### config.mk
export PLATFORM = sky130hd
export DESIGN_NAME = dmem_loader
export DESIGN_NICKNAME = d
export VERILOG_FILES = /design/src/rtl/dmem_loader.sv
export SDC_FILE = /design/constraint.sdc
export NUM_CORES = 1
export LEC_CHECK = 0
export BUFFER_PORTS_ARGS = -buffer_cell sky130_fd_sc_hd__buf_2
export CAP_MARGIN = 10
export CORE_ASPECT_RATIO = 0.5
export CORE_MARGIN = 2
export CORE_UTILIZATION = 40
export CTS_CLUSTER_SIZE = 16
export DETAILED_ROUTE_END_ITERATION = 8
export GPL_ROUTABILITY_DRIVEN = 0
export SKIP_CTS_REPAIR_TIMING = 1
export SLEW_MARGIN = 20
export SYNTH_ARGS = -nofsm -noshare
export SYNTH_HDL_FRONTEND = slang
export SYNTH_SLANG_ARGS = --single-unit
### constraint.sdc
create_clock -name clk -period 9.09 [get_ports clk]
set_input_delay 1.818 -clock clk [delete_from_list [all_inputs] [get_ports clk]]
set_output_delay 1.818 -clock clk [all_outputs]
set_load 0.005 [all_outputs]
### src/rtl/dmem_loader.sv
// Byte-stream loader/dumper for a 32-bit data memory: assembles inbound bytes into
// little-endian words and writes them, or reads words and streams them out LSB first.
module dmem_loader #(
  parameter int DEPTH      = 512,
  parameter int START_ADDR = 2
) (
  input  logic        clk,
  input  logic        rst,
  input  logic        start_load,
  input  logic        start_dump,
  input  logic [9:0]  word_count,
  input  logic [7:0]  rx_data,
  input  logic        rx_valid,
  output logic        rx_ready,
  output logic [7:0]  tx_data,
  output logic        tx_valid,
  input  logic        tx_ready,
  output logic [9:0]  mem_addr,
  output logic        mem_we,
  output logic [31:0] mem_din,
  input  logic [31:0] mem_dout,
  output logic        busy,
  output logic        done,
  output logic        err
);

  typedef enum logic [2:0] {
    IDLE, LD_BYTE, LD_WRITE, DP_READ, DP_SEND, FINISH
  } state_t;

  localparam logic [9:0] BASE = 10'(START_ADDR);

  state_t      state, state_nxt;
  logic [9:0]  cnt, idx;
  logic [1:0]  bidx;
  logic [31:0] word, sreg;
  logic [11:0] span;
  logic        range_bad, last_word, start_any;

  assign span      = 12'(START_ADDR) + {2'b00, word_count};
  assign range_bad = span > 12'(DEPTH);
  assign last_word = (idx + 10'd1) == cnt;
  assign start_any = start_load | start_dump;

  always_ff @(posedge clk or posedge rst) begin
    if (rst) state <= IDLE;
    else     state <= state_nxt;
  end

  always_comb begin
    state_nxt = state;
    rx_ready  = 1'b0;
    tx_valid  = 1'b0;
    tx_data   = '0;
    mem_we    = 1'b0;
    mem_addr  = '0;
    mem_din   = '0;
    busy      = 1'b1;
    done      = 1'b0;
    case (state)
      IDLE: begin
        busy = 1'b0;
        // start_load wins when both starts arrive together
        if (start_any && !range_bad) begin
          if (word_count == '0)  state_nxt = FINISH;
          else if (start_load)   state_nxt = LD_BYTE;
          else                   state_nxt = DP_READ;
        end
      end
      LD_BYTE: begin
        rx_ready = 1'b1;
        if (rx_valid && bidx == 2'd3) state_nxt = LD_WRITE;
      end
      LD_WRITE: begin
        mem_we    = 1'b1;
        mem_addr  = BASE + idx;
        mem_din   = word;
        state_nxt = last_word ? FINISH : LD_BYTE;
      end
      DP_READ: begin
        mem_addr  = BASE + idx;
        state_nxt = DP_SEND;
      end
      DP_SEND: begin
        tx_valid = 1'b1;
        tx_data  = sreg[7:0];
        if (tx_ready && bidx == 2'd3) state_nxt = last_word ? FINISH : DP_READ;
      end
      FINISH: begin
        done      = 1'b1;
        state_nxt = IDLE;
      end
      default: state_nxt = IDLE;
    endcase
  end

  always_ff @(posedge clk or posedge rst) begin
    if (rst) begin
      cnt  <= '0;
      idx  <= '0;
      bidx <= '0;
      word <= '0;
      sreg <= '0;
      err  <= 1'b0;
    end else begin
      err <= 1'b0;
      case (state)
        IDLE: begin
          if (start_any) begin
            if (range_bad) begin
              err <= 1'b1;
            end else begin
              cnt  <= word_count;
              idx  <= '0;
              bidx <= '0;
            end
          end
        end
        LD_BYTE: begin
          if (rx_valid) begin
            word[{bidx, 3'b000} +: 8] <= rx_data;
            bidx <= bidx + 2'd1;
          end
        end
        LD_WRITE: idx <= idx + 10'd1;
        DP_READ:  sreg <= mem_dout;
        DP_SEND: begin
          if (tx_ready) begin
            sreg <= sreg >> 8;
            bidx <= bidx + 2'd1;
            if (bidx == 2'd3) idx <= idx + 10'd1;
          end
        end
        default: ;
      endcase
    end
  end

endmodule
-- Word-level counts from Yosys, hierarchy flattened
Cells that the tools add are included.
- register bits after elaboration: 90
- input bits: 56
- order comparisons: 1
- reduce and logical (&&, ||, !) cells: 16
- shifts and indexed selects: 2
- mux-type cells: 32
- eq/ne operators: 15
- bitwise gates (word level): 2
- add/subtract/negate cells: 5
- operators by type and width (operator ; number):
    $mux 32 ; 2
    $pmux 32 s2 ; 1
    $mux 10 ; 5
    $bwmux 32 ; 1
    $shift 8x7->32 const A ; 1
    $shiftx 8x7->32 ; 1
    $pmux 10 s3 ; 1
    $mux 3 ; 6
    $ne 2x2->1 const B ; 8
    $pmux 3 s5 ; 1
    $add 2x10->11 const A ; 1
    $gt 11x10->1 const B ; 1
    $add 10x1->10 const B ; 1
    $add 2x10->10 const A ; 1
    $eq 10x10->1 ; 1
    $logic_not 10->1 ; 1
    $mux 2 ; 5
    $reduce_and 5->1 ; 2
    $mux 1 ; 8
    $mux 8 ; 1
    $neg 5->7 ; 1
    $eq 3x2->1 const B ; 2
    $eq 3x3->1 const B ; 2
    $pmux 2 s3 ; 1
    other kinds (13) ; 18

-- Logic depth before layout (Yosys ltp)
Gate-level depths: netlist (run 1).
- depth in word-level cells: 6
- mapped depth: 8

-- Worst setup path after synthesis (run 1)
No wires, ideal clock.
- path type: input port to flip-flop
- start point: input port word_count[1]
- end point: register cnt[0]
- cell stages on the path: 6
- arrival time: 3.684 ns
- path buffers: 0
- required time: 8.965 ns
- library setup time: 0.125 ns
- setup slack: 5.281 ns
- cells stage by stage: ha_1 -> or3b_1 -> or4_4 -> and4_4 -> nor2_8 -> mux2_4
- longest elaborated chain between the ends: 4
- ends and longest elaborated chain (element ; RTL line ; text):
    start: declaration ; 11 ; input logic [9:0] word_count,
    $add 2x10->11 ; 40 ; assign span = 12'(START_ADDR) + {2'b00, word_count};
    $gt 11x10->1 ; 41 ; assign range_bad = span > 12'(DEPTH);
    $not 1->1 (no line) ; -- ;
    $reduce_and 3->1 (no line) ; -- ;
    end signal: assignment ; 113 ; cnt <= word_count;
    end: declaration ; 34 ; logic [9:0] cnt, idx;
Every way passes these cells.
A chain may end at the register's enable or synchronous reset.

-- Worst setup path after layout (run 1)
- start point: register state[2]
- end point: output port tx_data[4]
- longest elaborated chain between the ends: 2
- ends and longest elaborated chain (element ; RTL line ; text):
    start: declaration ; 33 ; state_t state, state_nxt;
    start signal: assignment ; 47 ; else state <= state_nxt;
    $eq 3x3->1 ; 60 ; case (state)
    $mux 8 ; 60 ;
    end: declaration ; 15 ; output logic [7:0] tx_data,
Every way passes these cells.

==> results.cfg, run 1 <==
[worst_setup_path]
cp_max_fo = 37
worstSetupStartpoint = state[2]
crit_type = register to output port
worstPathRequired_ns = 7.27
critical_path.reg2reg.endpoint = sreg[31]
startpoint_type = register
rrSetupSlack_ns = 6.19
worstPathArrival_ns = 2.22
cp-end-kind = output port
r2r-start = state[0]
worstSetupEndpoint = tx_data[4]
worst_r2r_path_depth = 5

[final_layout]
final_core_util_pct = 49.9
antennaDiodeCount = 0
final_cell_mix = nand2_1 (111), buf_2 (111), dfrtp_1 (90)
fin_nets = 700
area_growth_pct = 20.1
stdcell_area_um2 = 5960
drive_gt1_share_pct = 23.8

[synthesis]
yosys_warnings = 0
async_flop_share_pct = 100
synthCells = 545
synth_edf_count = 0
synth_area_um2 = 4960
syn_nets = 610
ys_seq_elements = 90
synth.distinct_cells = 53
ys.flop_type = dfrtp_1
ys_seq_area_share_pct = 45.4
syn_area_per_cell_um2 = 9.11

[sta]
tns_ns = 0
rsz0062_at_grt = false
maxSlewViolCount = 0
fmax_ghz = 0.248
setup_violations = 0
fin_crit_ns = 4.04
finClkSkew_ns = 0.0124
hold_viol = 0
finalCritPeriodShare_pct = 44.4
slew_headroom_pct = 32.8
worst_slew_pin_slew_ns = 1.01

[drt]
drt_wl_total_um = 12400
first_iter_violations = 250
dr_total_vias = 4181
ant_nets = 0
firstDrtPassIters = 4
drc = 0
vias_per_cell = 5.19
drt-wirelength-per-cell_um = 15.4

[status]
status = completed

[clock_network]
numCtsBuffers = 9
cts_sinks = 90
htree_levels = 3
clockRootBuffer = clkbuf_16
clockBufferDepth = 2
cts_tree = done
clk_latency_ns = 0.34
clk_pin_slew_ns = 0.07

[placement]
dpl_cell_area_um2 = 5630
hpwlAfterDp_um = 8800
port_buffers = 111

[global_routing]
grt_max_degree = 57
grt_usage_pct = 19.5
gr-total-overflow = 0
grt_pass1_wl_um = 20200
antenna_found_initial = 0
grt_pass1_vias = 3876

[power_and_ir_drop]
peakVddDrop_v = 0.0000892
p_leak_nw = 2.88
power.density_nw_per_um2 = 277

[die]
fp.dieW_um = 162
dieArea_um2 = 13400
die_height_um = 82.8
coreArea_um2 = 11900
rows = 28
ioPinCount = 112
start_util_pct = 41.6

[job]
max-cap-violations = 0

[min_path]
holdCritPathClass = register to register
[worst max-delay path, stage by stage, from the launching register on]
cell and delay, ns:
dfrtp_1 0.65, inv_1 0.21, nor3_2 0.20, buf_4 0.47, and2_1 0.20, buf_2 0.12
[Yosys cell counts (all sizes together), types with 6 or more instances]
master	number	area, um2
a21oi	17	85.1
clkbuf	28	105
dfrtp	90	2250
buf	7	30.0
ha	9	113
mux2i	25	250
mux2	10	150
o21ai	65	325
nand2	111	417
and2	10	62.6
inv	8	30.0
and3	37	231
a211oi	6	45.0
xor2	8	70.1
nor2	18	83.8
xnor2	8	70.1
a22o	9	78.8
nor3	8	40.0
[power breakdown]
part,internal [mW],total (mW),switching [mW]
Clock,0.196,0.374,0.178
Combinational,0.248,0.579,0.330
Sequential,0.568,0.698,0.129
Total,1.01,1.65,0.638
[routing by layer]
| metal | vias to the layer above | GRT usage [%] | wire, um |
|---|---|---|---|
| met5 | - | 0 | 0 |
| li1 | 2109 | - | - |
| met3 | 8 | 4.72 | 615 |
| met2 | 85 | 30.4 | 5450 |
| met1 | 1979 | 27.4 | 6250 |
| met4 | 0 | 5.45 | 98 |
[registers in the layout, indices dropped and copies added (netlist names)]
name	cells
bidx	2
cnt	10
state	3
idx	10
sreg	32
err	1
word	32
[worst min path at each step]
stage | start | to | slack, ns | depth (start not counted)
after floorplan | sreg[0] | sreg[0] | 0.44 | 2
after global placement | word[15] | word[15] | 0.45 | 2
after detailed placement | sreg[0] | sreg[0] | 0.46 | 2
after CTS | sreg[0] | sreg[0] | 0.48 | 2
after global routing | word[9] | word[9] | 0.50 | 2
final | sreg[0] | sreg[0] | 0.47 | 2
[final cells by class]
type	count	area, um2
flip-flops and latches	90	2250
well taps	165	206
inverters	8	31.3
clock buffers	9	225
clock inverters	7	76.3
multi-input cells	412	2570
repair buffers	114	598
fillers	1147	5990
[logic make-up after synthesis]
kind of cell               count (synthesis)  synth area share, %
xor gates and xnor gates                  16                 2.82
and+or+nand+nor                          228                 22.9
muxes                                     35                 8.06
AOI/OAI and AO/OA                        124                 15.2
buffers and inverters                     43                 3.33
adders and majority gates                  9                 2.27
DFF                                       90                 45.4
[stage by stage]
| step | cells | total power [mW] | hold WS [ns] | setup WS (ns) |
|---|---|---|---|---|
| 6_report | 805 | 1.65 | 0.475 | 5.05 |
| 5_1_grt | 805 | 1.79 | 0.499 | 4.84 |
| 4_1_cts | 804 | 1.65 | 0.479 | 4.91 |
| 3_5_place_dp | 788 | 1.27 | 0.462 | 5.06 |
| 3_3_place_gp | 788 | 1.26 | 0.454 | 5.08 |
| 2_1_floorplan | 545 | 1.10 | 0.442 | 4.94 |
(Power assumes the default switching activity.)
==> run 2, diff against run 1 <==
==> constraint.sdc (replaced) <==
create_clock -name clk -period 3.6 [get_ports clk]
set_input_delay 0.72 -clock clk [delete_from_list [all_inputs] [get_ports clk]]
set_output_delay 0.72 -clock clk [all_outputs]
set_load 0.005 [all_outputs]
==> results.cfg, run 2 (synthesis gave the netlist of run 1 again) <==
[die]
ioPinCount = 112
die_height_um = 82.8
fp.dieW_um = 162
coreArea_um2 = 11900
start_util_pct = 41.6
rows = 28
dieArea_um2 = 13400

[min_path]
holdCritPathClass = register to register
whs_endpoint = word[27]
min_from = word[27]
whs_path_depth = 2

[drt]
vias_per_cell = 5.11
dr_total_vias = 4138
ant_nets = 0
drt_wl_total_um = 12400
first_iter_violations = 390
drt-wirelength-per-cell_um = 15.3
firstDrtPassIters = 4
drc = 0

[power_and_ir_drop]
p_seq_share_pct = 41.7
switching_share_pct = 37.6
p_leak_nw = 2.89
finalPower_mw = 4.19
intPower_mw = 2.62
power.switching_mw = 1.58
pwr-share-comb_pct = 34.8
power.density_nw_per_um2 = 701
peakVddDrop_v = 0.000270
pwr-share-clk_pct = 23.5

[clock_network]
htree_levels = 3
clk_pin_slew_ns = 0.07
cts_tree = done
clockRootBuffer = clkbuf_16
clk_latency_ns = 0.35
numCtsBuffers = 9
cts_sinks = 90
clockBufferDepth = 2

[global_routing]
gr-total-overflow = 0
grt_pass1_wl_um = 20100
antenna_found_initial = 0
grt_pass1_vias = 3866
grt_max_degree = 57
grt_usage_pct = 19.3

[sta]
finClkSkew_ns = 0.0110
worst_hold_slack_ns = 0.473
maxSlewViolCount = 0
rsz0062_at_grt = false
finalCritPeriodShare_pct = 82.4
slew_headroom_pct = 35.9
setup_slack_ns = 0.634
worst_slew_pin_slew_ns = 0.959
fmax_ghz = 0.337
hold_viol = 0
setup_violations = 0
fin_crit_ns = 2.97
tns_ns = 0

[status]
status = completed

[placement]
port_buffers = 111
hpwlAfterDp_um = 8860
place_ws_ns = 0.649

[final_layout]
area_growth_pct = 20.6
final_cell_mix = nand2_1 (111), buf_2 (111), dfrtp_1 (90)
antennaDiodeCount = 0
top_regs = sreg (32), word (32)
drive_gt1_share_pct = 24.2
fin_nets = 704

[worst_setup_path]
rrSetupSlack_ns = 0.85
crit_type = register to output port
worstPathRequired_ns = 2.88
critical_path.reg2reg.endpoint = state[2]
cp_max_fo = 36
worst_r2r_path_depth = 6
cp-end-kind = output port
worstSetupStartpoint = state[2]
startpoint_type = register
r2r-start = idx[2]
worstPathArrival_ns = 2.25

[job]
max-cap-violations = 0
## run 2: cell count changes in the layout (fill, tap and decap cells not counted), sizes merged
cell,previous run,this run
clkinvlp,0,1
inv,12,11
clkinv,3,2
bufinv,0,1
buf,114,118
## run 2: per-stage QoR
step | cell area (um2) | instances | utilization, %
detailed placement | 5680 | 793 | 47.5
floorplan | 4960 | 545 | -
global route | 5990 | 809 | 50.1
global placement | 5680 | 793 | 47.5
CTS | 5990 | 809 | 50.1
finish | 5990 | 809 | 50.1
## run 2: power by group through the flow
| stage | clock (mW) | combinational (mW) | sequential (mW) |
|---|---|---|---|
| 2_1_floorplan | 0 | 1.14 | 1.64 |
| 4_1_cts | 1.01 | 1.47 | 1.75 |
| 6_report | 0.987 | 1.46 | 1.75 |
| 3_5_place_dp | 0 | 1.47 | 1.77 |
| 5_1_grt | 1.06 | 1.67 | 1.81 |
| 3_3_place_gp | 0 | 1.44 | 1.76 |
## run 2: worst max-delay path, cell delays in order (launching register included)
cell and delay (ns):
dfrtp_1 0.63, inv_1 0.20, nor3_2 0.25, buf_4 0.49, and2_1 0.21, buf_2 0.11
## run 2: how the worst max path moves through the flow
stage	end	slack (ns)	cells past startpoint
2_1_floorplan	bidx[0]	0.54	1
3_3_place_gp	cnt[7]	0.68	7
3_5_place_dp	cnt[6]	0.65	7
4_1_cts	tx_data[6]	0.63	5
5_1_grt	tx_data[3]	0.44	5
6_report	tx_data[6]	0.63	5
## run 2: cell type report
cell class                      count  area, um2
Multi-Input combinational cell    412       2570
Clock inverter                      7       83.8
Tap cell                          165        206
Inverter                            8       31.3
Clock buffer                        9        225
Timing Repair Buffer              118        621
Sequential cell                    90       2250
Fill cell                        1154       5960
## run 2: routing by layer
layer	global-route usage, %	routed length (um)
met2	30.3	5480
met4	4.55	104
met5	0	0
met1	27.0	6250
met3	4.92	527
